`config.mk`:
```
export PLATFORM = sky130hd
export DESIGN_NAME = seven_seg_reader
export DESIGN_NICKNAME = d
export VERILOG_FILES = /design/src/rtl/seven_seg_pkg.sv /design/src/rtl/seven_seg_decode.sv /design/src/rtl/seven_seg_reader.sv
export SDC_FILE = /design/constraint.sdc
export NUM_CORES = 1
export LEC_CHECK = 0
export ABC_AREA = 1
export BUFFER_PORTS_ARGS = -buffer_cell sky130_fd_sc_hd__buf_2
export CAP_MARGIN = 20
export CORE_AREA = 2 2 100 102
export DETAILED_ROUTE_END_ITERATION = 6
export DIE_AREA = 0 0 102 104
export SLEW_MARGIN = 20
export SYNTH_ARGS = -nofsm -noshare
export SYNTH_HDL_FRONTEND = slang
export SYNTH_SLANG_ARGS = --single-unit
```
`constraint.sdc`:
```
create_clock -name clk -period 3.48 [get_ports clk]
set_input_delay 0.696 -clock clk [delete_from_list [all_inputs] [get_ports clk]]
set_output_delay 0.696 -clock clk [all_outputs]
set_load 0.01 [all_outputs]
```
`src/rtl/seven_seg_pkg.sv`:
```
// Shared seven-segment definitions: reader FSM states and the hex segment table.
// The segment table is shared with the hex-to-segment driver, so keep the two in step.
package seven_seg_pkg;

  typedef enum logic [1:0] {IDLE, SETTLE, HELD} rd_state_t;

  // Active-high {a,b,c,d,e,f,g}, indexed by nibble value
  localparam logic [6:0] SEG_CODE [16] = '{
    7'h7E, 7'h30, 7'h6D, 7'h79, 7'h33, 7'h5B, 7'h5F, 7'h70,
    7'h7F, 7'h7B, 7'h77, 7'h1F, 7'h4E, 7'h3D, 7'h4F, 7'h47
  };

  localparam logic [6:0] SEG_BLANK = 7'h00;

endpackage

```
`src/rtl/seven_seg_decode.sv`:
```
// Inverse segment lookup: active-high {a..g} pattern to nibble, hit=0 when no table entry matches.
module seven_seg_decode
  import seven_seg_pkg::*;
(
  input  logic [6:0] pat,
  output logic       hit,
  output logic [3:0] nibble
);

  always_comb begin
    hit    = 1'b0;
    nibble = 4'h0;
    for (int i = 0; i < 16; i++) begin
      if (pat == SEG_CODE[i]) begin
        hit    = 1'b1;
        nibble = 4'(i);
      end
    end
  end

endmodule

```
`src/rtl/seven_seg_reader.sv`:
```
// Recovers per-digit hex values from a multiplexed active-low seven-segment bus.
// Optional SEVSEG_BLANK_DETECT_EN: an all-off digit is reported as blank instead of an error.
module seven_seg_reader
  import seven_seg_pkg::*;
#(
  parameter int NUM_DIGITS    = 4,
  parameter int STABLE_CYCLES = 4
) (
  input  logic                          clk,
  input  logic                          reset,
  input  logic [6:0]                    seg_n,
  input  logic [NUM_DIGITS-1:0]         an_n,
  output logic [4*NUM_DIGITS-1:0]       digits,
  output logic [NUM_DIGITS-1:0]         valid,
  output logic [NUM_DIGITS-1:0]         err,
  output logic                          upd,
  output logic [$clog2(NUM_DIGITS)-1:0] upd_idx
);

  localparam int IDX_W = $clog2(NUM_DIGITS);
  localparam int CNT_W = $clog2(STABLE_CYCLES + 1);
  localparam int SMP_W = 7 + NUM_DIGITS;
  localparam logic [CNT_W-1:0] CNT_ONE = CNT_W'(1);
  localparam logic [CNT_W-1:0] CNT_MAX = CNT_W'(STABLE_CYCLES);

  logic [6:0]            seg_s1_q, seg_s2_q;
  logic [NUM_DIGITS-1:0] an_s1_q, an_s2_q;
  logic [SMP_W-1:0]      sample, prev_q;
  logic [NUM_DIGITS-1:0] an_act;
  logic                  one_hot, same, capture, blank;
  logic [IDX_W-1:0]      idx;
  logic                  dec_hit;
  logic [3:0]            dec_nib;
  logic [6:0]            pat;

  rd_state_t        state_q, state_d;
  logic [CNT_W-1:0] cnt_q, cnt_d;

  logic [NUM_DIGITS-1:0][3:0] dig_q, dig_d;
  logic [NUM_DIGITS-1:0]      valid_q, valid_d, err_q, err_d;
  logic                       upd_q, upd_d;
  logic [IDX_W-1:0]           upd_idx_q, upd_idx_d;

  assign sample  = {seg_s2_q, an_s2_q};
  assign an_act  = ~an_s2_q;
  assign one_hot = $onehot(an_act);
  assign same    = (sample == prev_q);
  assign pat     = ~seg_s2_q;

`ifdef SEVSEG_BLANK_DETECT_EN
  assign blank = (pat == SEG_BLANK);
`else
  assign blank = 1'b0;
`endif

  seven_seg_decode u_dec (
    .pat    (pat),
    .hit    (dec_hit),
    .nibble (dec_nib)
  );

  always_comb begin
    idx = '0;
    for (int i = 0; i < NUM_DIGITS; i++) begin
      if (an_act[i]) idx = IDX_W'(i);
    end
  end

  // State register, stability counter and previous-sample register
  always_ff @(posedge clk) begin
    if (reset) begin
      seg_s1_q <= '0;
      seg_s2_q <= '0;
      an_s1_q  <= '0;
      an_s2_q  <= '0;
      prev_q   <= '0;
      state_q  <= IDLE;
      cnt_q    <= '0;
    end else begin
      seg_s1_q <= seg_n;
      seg_s2_q <= seg_s1_q;
      an_s1_q  <= an_n;
      an_s2_q  <= an_s1_q;
      prev_q   <= sample;
      state_q  <= state_d;
      cnt_q    <= cnt_d;
    end
  end

  // A fresh one-hot sample starts a run of length 1, which already completes when STABLE_CYCLES=1
  always_comb begin
    state_d = state_q;
    cnt_d   = cnt_q;
    unique case (state_q)
      IDLE: begin
        cnt_d = '0;
        if (one_hot) begin
          state_d = (CNT_ONE == CNT_MAX) ? HELD : SETTLE;
          cnt_d   = (CNT_ONE == CNT_MAX) ? '0 : CNT_ONE;
        end
      end
      SETTLE: begin
        if (!one_hot) begin
          state_d = IDLE;
          cnt_d   = '0;
        end else if (!same) begin
          state_d = (CNT_ONE == CNT_MAX) ? HELD : SETTLE;
          cnt_d   = (CNT_ONE == CNT_MAX) ? '0 : CNT_ONE;
        end else if (cnt_q + CNT_ONE == CNT_MAX) begin
          state_d = HELD;
          cnt_d   = '0;
        end else begin
          cnt_d = cnt_q + CNT_ONE;
        end
      end
      HELD: begin
        cnt_d = '0;
        if (!one_hot) begin
          state_d = IDLE;
        end else if (!same) begin
          state_d = (CNT_ONE == CNT_MAX) ? HELD : SETTLE;
          cnt_d   = (CNT_ONE == CNT_MAX) ? '0 : CNT_ONE;
        end
      end
      default: begin
        state_d = IDLE;
        cnt_d   = '0;
      end
    endcase
  end

  // Capture on every transition into HELD; a HELD sample that stays unchanged never re-captures
  always_comb begin
    capture = (state_d == HELD) && !((state_q == HELD) && same);
  end

  always_comb begin
    dig_d     = dig_q;
    valid_d   = valid_q;
    err_d     = err_q;
    upd_d     = capture;
    upd_idx_d = upd_idx_q;
    if (capture) begin
      upd_idx_d      = idx;
      valid_d[idx]   = dec_hit;
      err_d[idx]     = !dec_hit && !blank;
      if (dec_hit) dig_d[idx] = dec_nib;
    end
  end

  always_ff @(posedge clk) begin
    if (reset) begin
      dig_q     <= '0;
      valid_q   <= '0;
      err_q     <= '0;
      upd_q     <= 1'b0;
      upd_idx_q <= '0;
    end else begin
      dig_q     <= dig_d;
      valid_q   <= valid_d;
      err_q     <= err_d;
      upd_q     <= upd_d;
      upd_idx_q <= upd_idx_d;
    end
  end

  assign digits  = dig_q;
  assign valid   = valid_q;
  assign err     = err_q;
  assign upd     = upd_q;
  assign upd_idx = upd_idx_q;

endmodule
```
==> flow_metrics.tcl, run 1 <==
set metrics [dict create \
    status "complete, no violations" \
    seq_area_frac_synth_pct 46.3 \
    cts_tree "yes" \
    fin_skew_ns 0.00864 \
    wl_per_cell_um 10.5 \
    post_cts_resized 0 \
    cts_buffers 9 \
    critPathMaxFanout 34 \
    io_pins 40 \
    fillCellCount 1071 \
    final_nets 433 \
    yosysWarnings 0 \
    cts_htree_levels 3 \
    post-route-util_pct 34.6 \
    place_congestion 0.866 \
    p_sw_share_pct 24.3 \
    clockRootBuffer "clkbuf_8" \
    seq_area_sq_mm 0.00130 \
    p_comb_share_pct 7.6 \
    ys.flop_type "dfxtp_1" \
    dp_cells 537 \
    grt_pass1_vias 2365 \
    synth-async-reset-ratio_pct 0 \
    clk_pin_slew_ns 0.07 \
    cp_cell_sequence "fa_1 -> inv_1 -> ha_1 -> ha_1 -> nor3_1 -> nand4_4 -> nor2_8 -> nand3_1 -> nand2_1 -> a21oi_1" \
    total_power_w 0.00154 \
    final_cells 553 \
    avgSynthCellArea_sq_um 7.48 \
    grt_max_degree 37 \
    rows 36 \
    slowest_delay_ns 0.53 \
    drc 0 \
    synth_top_area_cell "dfxtp_1" \
    path_common_cell "ha_1" \
    max-slew-margin-rel_pct 57.5 \
    grt_overflow_total 0 \
    hpwl_um 4220 \
    die_w_um 102 \
    antenna_found_initial 0 \
    synthesis.area_sq_mm 0.00281 \
    hold_viol_final 0 \
    cts_setup_buffers 0 \
    cts.path.max_buffers 2 \
    pwr-share-seq_pct 50.1 \
    fmax_mhz 345 \
    slew_violations 0 \
    drt.antenna.violating_nets 0 \
    clock-sinks 65 \
    drive_gt1_share_pct 18.8 \
    vdd_drop_max_v 0.000213 \
    syn-num-nets 394 \
    finalSetupViolCount 0 \
    worstMarginPinSlew_ns 0.638 \
    port_buffers 39 \
    area_growth_pct 17.7 \
    crit_required_ns 3.70 \
    finalSetupTns_ns 0 \
    critPathCaptureType "flop" \
    die_y_um 104 \
    cp_slowest_cell "fa_1" \
    track_usage_pct 12.0 \
    n_antenna_cell 0 \
    powerDensity_mw_per_mm2 466 \
    multiInputGateArea_sq_mm 0.00120 \
    final.period_utilization_pct 83.4 \
    dr.pass1.iters 4 \
    syn_inst 376 \
    synth_enable_flop_cells 0 \
    drt-initial-drc-count 61 \
    routed_wl_um 5780 \
    hold_class "flop to flop" \
    leakage_nw 1.47 \
    routed_via_density 4.33 \
    layout_common_cells "nand2_1 (78), dfxtp_1 (65), nor2_1 (52)" \
    dieArea_sq_mm 0.0106 \
    drv_cap 0 \
    path_class "flop to flop" \
    clkPwrFrac_pct 42.3 \
    p_int_w 0.00117 \
    grt_pass1_wl_um 10300 \
    start_util_pct 29.4 \
    switchingPower_w 0.000375 \
    layout_commonest_cell "nand2_1" \
    start_kind "flop" \
    worstPathArrival_ns 3.12 \
    rsz0062_at_grt "no" \
    ys_types 29 \
    coreArea_sq_mm 0.00955 \
    postCtsHoldBufs 0 \
    fin_crit_ns 2.90 \
    synth_top_area_share_pct 46.3 \
    insertion_delay_ns 0.34 \
    synth_area_leaders "dfxtp_1 (46%), nand2_1 (10%), nor2_1 (6.9%)" \
    via_count 2392 \
    ys_ff_latch 65 \
]
==> metal layers <==
metal / vias to the layer above / GRT usage (%) / part of all wire, %
met2: 56 / 19.4 / 45
met3: 0 / 5.17 / 5.5
met4: 0 / 3.81 / 0
met5: - / 0 / 0
met1: 1066 / 14.3 / 49
li1: 1270 / - / -
==> final timing paths <==
| check | cells after the start | endpoint | startpoint | slack [ns] |
|---|---|---|---|---|
| worst max-delay path | 10 | digits[12]$_SDFFE_PP0P_ | an_s2_q[0]$_SDFF_PP0_ | 0.58 |
| worst min-delay path | 2 | seg_s2_q[0]$_SDFF_PP0_ | seg_s1_q[0]$_SDFF_PP0_ | 0.40 |
| worst max register to register | 10 | digits[12]$_SDFFE_PP0P_ | an_s2_q[0]$_SDFF_PP0_ | 0.58 |
| worst min register to register | 2 | seg_s2_q[0]$_SDFF_PP0_ | seg_s1_q[0]$_SDFF_PP0_ | 0.40 |
==> area by class of cell <==
cell class	count	share of cell area [%]
tap	133	5.03
clock buffer	12	4.69
timing repair buffer	40	6.13
multi-input combinational	240	36.4
sequential	65	39.3
inverter	59	6.85
clock inverter	4	1.55
==> metrics by stage <==
stage | setup WS [ns] | instance area [sq um] | hold slack, ns
after floorplan | 0.989 | 2810 | 0.388
after global placement | 0.668 | 3100 | 0.390
after detailed placement | 0.546 | 3100 | 0.397
after CTS | 0.552 | 3310 | 0.406
after global routing | 0.331 | 3310 | 0.429
final | 0.578 | 3310 | 0.402
==> state kept, by name (all words and copies together) (netlist names) <==
name      cells
digits       16
prev_q       11
seg_s1_q      7
seg_s2_q      7
an_s1_q       4
an_s2_q       4
err           4
valid         4
cnt_q         3
state_q       2
upd_idx       2
upd           1
==> Yosys cell counts (2+ instances only) <==
| library cell | instances |
|---|---|
| o21a_1 | 3 |
| nand2_2 | 3 |
| nand2_1 | 78 |
| o211ai_1 | 2 |
| dfxtp_1 | 65 |
| nor2_2 | 4 |
| inv_2 | 11 |
| nor3_1 | 2 |
| inv_1 | 47 |
| o21ai_0 | 4 |
| nor4_1 | 2 |
| buf_6 | 4 |
| nor2_4 | 2 |
| clkbuf_1 | 7 |
| ha_1 | 4 |
| nand3_1 | 22 |
| nand4_1 | 23 |
| a21oi_1 | 29 |
| xnor2_1 | 3 |
| nor2_1 | 52 |
==> critical path: cells and delay by family (launching register included) <==
| kind | cells | cell delay (ns) |
|---|---|---|
| buffers and inverters | 1 | 0.04 |
| adders and majority gates | 3 | 0.99 |
| and+or+nand+nor | 5 | 1.35 |
| AOI/OAI and AO/OA | 1 | 0.06 |
| DFF | 1 | 0.34 |
==> cell families (layout without fill, tap and decap cells) <==
kind of cell	Yosys count	after routing	synth area share (%)
simple gates	193	193	31.9
fa+ha+maj	5	5	2.49
buf+inv	71	115	10.9
xor+xnor	4	4	1.25
flops	65	65	46.3
compound gates	38	38	7.21
==> power groups by stage <==
| stage | clock (W) | sequential, W | combinational (W) |
|---|---|---|---|
| 2_1_floorplan | 0 | 0.000786 | 0.0000969 |
| 3_3_place_gp | 0 | 0.000789 | 0.000114 |
| 3_5_place_dp | 0 | 0.000789 | 0.000118 |
| 4_1_cts | 0.000678 | 0.000772 | 0.000119 |
| 5_1_grt | 0.000719 | 0.000774 | 0.000135 |
| 6_report | 0.000651 | 0.000772 | 0.000118 |
No activity file was read; power rests on OpenSTA's default activity.
==> inputs of run 2 (changes only) <==
--- a/config.mk
+++ b/config.mk
@@ -5,12 +5,12 @@
 export SDC_FILE = /design/constraint.sdc
 export NUM_CORES = 1
 export LEC_CHECK = 0
-export ABC_AREA = 1
+export ABC_AREA = 0
 export BUFFER_PORTS_ARGS = -buffer_cell sky130_fd_sc_hd__buf_2
 export CAP_MARGIN = 20
-export CORE_AREA = 2 2 100 102
+export CORE_AREA = 2 2 98 100
 export DETAILED_ROUTE_END_ITERATION = 6
-export DIE_AREA = 0 0 102 104
+export DIE_AREA = 0 0 100 102
 export SLEW_MARGIN = 20
 export SYNTH_ARGS = -nofsm -noshare
 export SYNTH_HDL_FRONTEND = slang
==> constraint.sdc (replaced) <==
create_clock -name clk -period 2.4 [get_ports clk]
set_input_delay 0.48 -clock clk [delete_from_list [all_inputs] [get_ports clk]]
set_output_delay 0.48 -clock clk [all_outputs]
set_load 0.01 [all_outputs]
==> run 2 against run 1 <==
The flow now finishes with violations (setup timing); wire length is 5.7% lower; worst setup slack worse by 0.75 ns; sequential share of layout area down 0.080 points; largest cell class is now multi-input gates; largest power group unchanged.
==> flow_metrics.tcl, run 2 <==
set metrics [dict create \
    drv_cap 0 \
    pre_cts_ws_ns -0.212 \
    clk_pin_slew_ns 0.08 \
    synthesis.area_sq_mm 0.00267 \
    layout_common_cells "dfxtp_1 (62), buf_2 (39), nor2b_1 (34)" \
    grt_overflow_total 0 \
    endpoint "err[1]$_SDFFE_PP0P_" \
    leakage_nw 1.40 \
    layout_commonest_cell "dfxtp_1" \
    violations "setup timing" \
    via_count 1996 \
    yosysWarnings 0 \
    setup_ws_ns -0.169 \
    dieArea_sq_mm 0.0102 \
    postCtsHoldBufs 0 \
    hold_class "input port to flop" \
    synth-async-reset-ratio_pct 0 \
    place_area_sq_mm 0.00308 \
    coreArea_sq_mm 0.00911 \
    slowest_delay_ns 0.53 \
    synth_top_area_cell "dfxtp_1" \
    fmax_mhz 389 \
    cp_slowest_cell "fa_1" \
    synth_enable_flop_cells 0 \
    start_util_pct 29.4 \
    seq_area_frac_synth_pct 48.7 \
    syn_inst 271 \
    place_congestion 0.801 \
    max-slew-margin-rel_pct 65.8 \
    status "finished with violations" \
    routed_wl_um 5450 \
    worstMarginPinSlew_ns 0.513 \
    track_usage_pct 11.3 \
    cp_num_cells 12 \
    area_growth_pct 24.3 \
    synthMostInstantiatedCell "dfxtp_1" \
    critPathMaxFanout 5 \
    antenna_found_initial 0 \
    finalSetupViolCount 24 \
    io_pins 40 \
    finalSetupTns_ns -2.72 \
    fin_skew_ns 0.0125 \
    rrSetupSlack_ns -0.17 \
    slew_violations 0 \
    insertion_delay_ns 0.35 \
    rsz0062_at_grt "yes" \
    syn-num-nets 289 \
    drive_gt1_share_pct 26.5 \
    start_kind "flop" \
    die_w_um 100 \
    r2r_start "an_s2_q[0]$_SDFF_PP0_" \
    synth_common_cells "dfxtp_1 (65), nor2b_1 (35), mux2i_1 (20), nor2_1 (20), nand2b_1 (18)" \
    hpwl_um 3790 \
    ys_ff_latch 65 \
    clock-sinks 65 \
    largest_reg_flops 16 \
    clockRootBuffer "clkbuf_8" \
    ys_types 47 \
    cts_tree "yes" \
    powerDensity_mw_per_mm2 665 \
    drt-initial-drc-count 81 \
    die_y_um 102 \
    wl_per_cell_um 12.5 \
    synth_top_area_share_pct 48.7 \
    drc 0 \
    critical_path_buf_inv_count 3 \
    r2r-end "err[1]$_SDFFE_PP0P_" \
    crit_required_ns 2.63 \
    synth_area_leaders "dfxtp_1 (49%), nor2b_1 (8.2%), mux2i_1 (7.5%)" \
    vdd_drop_max_v 0.000255 \
    final_nets 337 \
    design_area_sq_mm 0.00332 \
    cts_htree_levels 3 \
    critPathCaptureType "flop" \
    cts.path.max_buffers 2 \
    rr_worst_depth 12 \
    grt_pass1_wl_um 8960 \
    drt.antenna.violating_nets 0 \
    avgSynthCellArea_sq_um 9.87 \
    routed_via_density 4.59 \
    cp_cell_sequence "fa_1 -> inv_1 -> ha_2 -> ha_4 -> nor3b_2 -> nand4_1 -> nor4_4 -> buf_6 -> nand4b_4 -> buf_4 -> mux2i_1 -> nor2_1" \
    final.period_utilization_pct 107 \
    grt_max_degree 27 \
    crit_family "adder cells" \
    hold_viol_final 0 \
    ys.flop_type "dfxtp_1" \
    startpoint "an_s2_q[0]$_SDFF_PP0_" \
    path_class "flop to flop" \
    rows 35 \
    fin_crit_ns 2.57 \
    cts_buffers 9 \
    grt_pass1_vias 1902 \
    whs_ns 0.334 \
    n_antenna_cell 0 \
    port_buffers 39 \
    worstPathArrival_ns 2.80 \
    dr.pass1.iters 4 \
]
[run 2: area by class of cell]
class | instances | area [sq um]
Sequential cell | 65 | 1310
Clock inverter | 5 | 55.1
Inverter | 5 | 18.8
Fill cell | 941 | 5780
Clock buffer | 11 | 141
Tap cell | 111 | 139
Multi-Input combinational cell | 186 | 1360
Timing Repair Buffer | 52 | 304
[run 2: cells by family after synthesis]
group / share of synthesized area [%]
multiplexers: 7.49
flip-flops: 48.7
XOR/XNOR: 4.26
AND/OR/NAND/NOR: 26.6
buffers and inverters: 3.09
AO/OA/AOI/OAI: 7.25
adder cells (fa/ha/maj): 2.62
[run 2: metal layers]
metal | GRT usage (%) | wire length (um) | up-vias
met3 | 3.97 | 236 | 12
met2 | 17.2 | 2400 | 40
met4 | 5.06 | 106 | 0
li1 | - | - | 1027
met5 | 0 | 0 | -
met1 | 14.7 | 2710 | 917
[run 2: worst min path at each step]
| stage | start | endpoint | slack [ns] | cells after the start |
|---|---|---|---|---|
| global route | an_n[0] | an_s1_q[0]$_SDFF_PP0_ | 0.32 | 2 |
| global placement | seg_s1_q[2]$_SDFF_PP0_ | seg_s2_q[2]$_SDFF_PP0_ | 0.42 | 1 |
| detailed placement | seg_s1_q[1]$_SDFF_PP0_ | seg_s2_q[1]$_SDFF_PP0_ | 0.42 | 1 |
| finish | seg_n[3] | seg_s1_q[3]$_SDFF_PP0_ | 0.33 | 2 |
| floorplan | an_s1_q[0]$_SDFF_PP0_ | an_s2_q[0]$_SDFF_PP0_ | 0.41 | 1 |
| CTS | seg_n[0] | seg_s1_q[0]$_SDFF_PP0_ | 0.32 | 2 |
[run 2: through the flow]
step           total power, W  utilization, %  instances
2_1_floorplan         0.00126               -        271
3_3_place_gp          0.00130            33.9        418
3_5_place_dp          0.00130            33.9        418
4_1_cts               0.00224            36.1        434
5_1_grt               0.00230            36.5        435
6_report              0.00221            36.5        435
[run 2: what timing repair did]
| action | CTS | global route |
|---|---|---|
| pin swaps | 2 | 1 |
| gates resized for setup | 2 | 8 |
| hold endpoints to repair | 0 | 0 |
| setup endpoints to repair | 26 | 26 |
| buffers inserted | 0 | 2 |
[run 2: where the power goes]
| part | internal (W) | leakage (nW) | switching, W | total (W) |
|---|---|---|---|---|
| clock | 0.000505 | 0.0953 | 0.000426 | 0.000931 |
| sequential | 0.00110 | 0.530 | 0.0000216 | 0.00112 |
| combinational | 0.0000723 | 0.772 | 0.0000829 | 0.000155 |
==> inputs of run 3 (changes only) <==
==> constraint.sdc (replaced) <==
create_clock -name clk -period 2.4 [get_ports clk]
set_input_delay 0.48 -clock clk [delete_from_list [all_inputs] [get_ports clk]]
set_output_delay 0.48 -clock clk [all_outputs]
set_load 0.05 [all_outputs]
==> run 3 against run 2 <==
The flow still finishes with violations (setup timing); combinational power increased by 9%; count of clock-buffer cells in the layout decreased by 1; via count increased by 1.8%; critical path depth decreased by 1; clock skew decreased by 0.0025 ns; hold slack got worse by 0.0014 ns; die area unchanged; cell area increased by 1.4%; utilization increased by 0.51 points; sequential power about the same; sequential cell count unchanged; critical path type unchanged; critical endpoint is now digits[0]$_SDFFE_PP0P_.
==> flow_metrics.tcl, run 3 (synthesis gave the netlist of run 2 again) <==
set metrics [dict create \
    status "finished with violations" \
    violations "setup timing" \
    area_growth_pct 26.1 \
    via_count 2031 \
    antenna_found_initial 0 \
    grt_pass1_vias 1948 \
    start_util_pct 29.4 \
    port_buffers 39 \
    critPathCaptureType "flop" \
    setup_ws_ns -0.225 \
    clock-sinks 65 \
    hold_viol_final 0 \
    critical_path_buf_inv_count 2 \
    routed_via_density 4.63 \
    dieArea_sq_mm 0.0102 \
    finalSetupTns_ns -4.02 \
    track_usage_pct 12.1 \
    io_pins 40 \
    grt_overflow_total 0 \
    crit_required_ns 2.63 \
    drc 0 \
    fmax_mhz 381 \
    critPathMaxFanout 5 \
    cp_num_cells 11 \
    worstPathArrival_ns 2.85 \
    fin_crit_ns 2.63 \
    leakage_nw 1.42 \
    fillCellCount 927 \
    vdd_drop_max_v 0.000275 \
    path_class "flop to flop" \
    largest_reg_flops 16 \
    rr_worst_depth 11 \
    clockRootBuffer "clkbuf_8" \
    grt_max_degree 29 \
    final_nets 341 \
    powerDensity_mw_per_mm2 641 \
    slowest_delay_ns 0.54 \
    hpwl_um 3830 \
    cts_htree_levels 3 \
    drv_cap 0 \
    rsz0062_at_grt "yes" \
    cp_slowest_cell "fa_1" \
    max-slew-margin-rel_pct 66.8 \
    p_int_w 0.00160 \
    p_comb_share_pct 7.8 \
    die_w_um 100 \
    finalSetupViolCount 26 \
    pwr-share-seq_pct 52.0 \
    place_congestion 0.816 \
    fin_skew_ns 0.0100 \
    insertion_delay_ns 0.35 \
    cts.path.max_buffers 2 \
    seq_area_sq_mm 0.00131 \
    hold_class "input port to flop" \
    drive_gt1_share_pct 28.4 \
    clk_pin_slew_ns 0.08 \
    place_area_sq_mm 0.00310 \
    crit_family "simple AND/OR/NAND/NOR gates" \
    routed_wl_um 5520 \
    cp_cell_sequence "fa_1 -> inv_2 -> ha_4 -> ha_4 -> nor3b_2 -> nand4_1 -> nor4_4 -> buf_6 -> and4_4 -> nand2_4 -> mux2i_1" \
    rrSetupSlack_ns -0.23 \
    clkPwrFrac_pct 40.2 \
    p_sw_share_pct 26.2 \
    n_antenna_cell 0 \
    slew_violations 0 \
    grt_pass1_wl_um 9490 \
    wl_per_cell_um 12.6 \
    multiInputGateArea_sq_mm 0.00138 \
    dr.pass1.iters 4 \
    layout_commonest_cell "dfxtp_1" \
    path_common_cell "ha_4" \
    die_y_um 102 \
    layout_common_cells "dfxtp_1 (62), buf_2 (39), nor2b_1 (34)" \
    design_area_sq_mm 0.00337 \
    cts_tree "yes" \
    drt-initial-drc-count 65 \
    startpoint "an_s2_q[1]$_SDFF_PP0_" \
    switchingPower_w 0.000567 \
    postCtsHoldBufs 0 \
    r2r_start "an_s2_q[1]$_SDFF_PP0_" \
    worstMarginPinSlew_ns 0.498 \
    drt.antenna.violating_nets 0 \
    final.period_utilization_pct 109 \
    r2r-end "digits[0]$_SDFFE_PP0P_" \
    post-route-util_pct 37.0 \
    endpoint "digits[0]$_SDFFE_PP0P_" \
    cts_buffers 9 \
    start_kind "flop" \
    coreArea_sq_mm 0.00911 \
    rows 35 \
]
==> run 3: power groups by stage <==
| stage | Combinational [W] | Clock, W | Sequential, W |
|---|---|---|---|
| finish | 0.000169 | 0.000869 | 0.00112 |
| global route | 0.000190 | 0.000954 | 0.00113 |
| CTS | 0.000164 | 0.000905 | 0.00112 |
| detailed placement | 0.000159 | 0 | 0.00115 |
| global placement | 0.000156 | 0 | 0.00115 |
| floorplan | 0.000125 | 0 | 0.00114 |
==> run 3: worst min-delay path by stage <==
stage,from,endpoint,slack (ns),cells after the start
global route,seg_n[3],seg_s1_q[3]$_SDFF_PP0_,0.33,2
CTS,seg_n[0],seg_s1_q[0]$_SDFF_PP0_,0.31,2
finish,seg_n[0],seg_s1_q[0]$_SDFF_PP0_,0.33,2
detailed placement,seg_s1_q[2]$_SDFF_PP0_,seg_s2_q[2]$_SDFF_PP0_,0.43,1
floorplan,an_s1_q[0]$_SDFF_PP0_,an_s2_q[0]$_SDFF_PP0_,0.41,1
global placement,seg_s1_q[1]$_SDFF_PP0_,seg_s2_q[1]$_SDFF_PP0_,0.42,1
==> run 3: area by class of cell <==
cell class / count / share of cell area [%]
multi-input cells: 186 / 41.1
flip-flops and latches: 65 / 38.7
repair buffers: 56 / 10.0
well taps: 111 / 4.12
clock buffers: 10 / 4.08
clock inverters: 6 / 1.45
inverters: 5 / 0.557
==> run 3: metal layers <==
layer | track usage (%) | vias up | part of all wire [%] | wire length [um]
met1 | 14.8 | 947 | 48 | 2620
met2 | 18.9 | 45 | 46 | 2520
met3 | 5.20 | 8 | 4.9 | 273
met5 | 0 | - | 0 | 0
met4 | 4.85 | 0 | 1.8 | 102
li1 | - | 1031 | - | -
==> run 3: through the flow <==
stage	std cells	setup WS (ns)	total power, W	hold WS, ns
after floorplan	271	-0.169	0.00126	0.414
after global placement	420	-0.158	0.00130	0.418
after detailed placement	420	-0.213	0.00131	0.427
after CTS	438	-0.206	0.00219	0.312
after global routing	439	-0.352	0.00227	0.330
final	439	-0.225	0.00216	0.333
==> run 3: timing repair <==
item	4_1_cts	5_1_grt
cloned	0	0
setup buffers	2	2
setup endpoints to repair	26	26
pin swaps	4	8
gates resized for setup	4	12
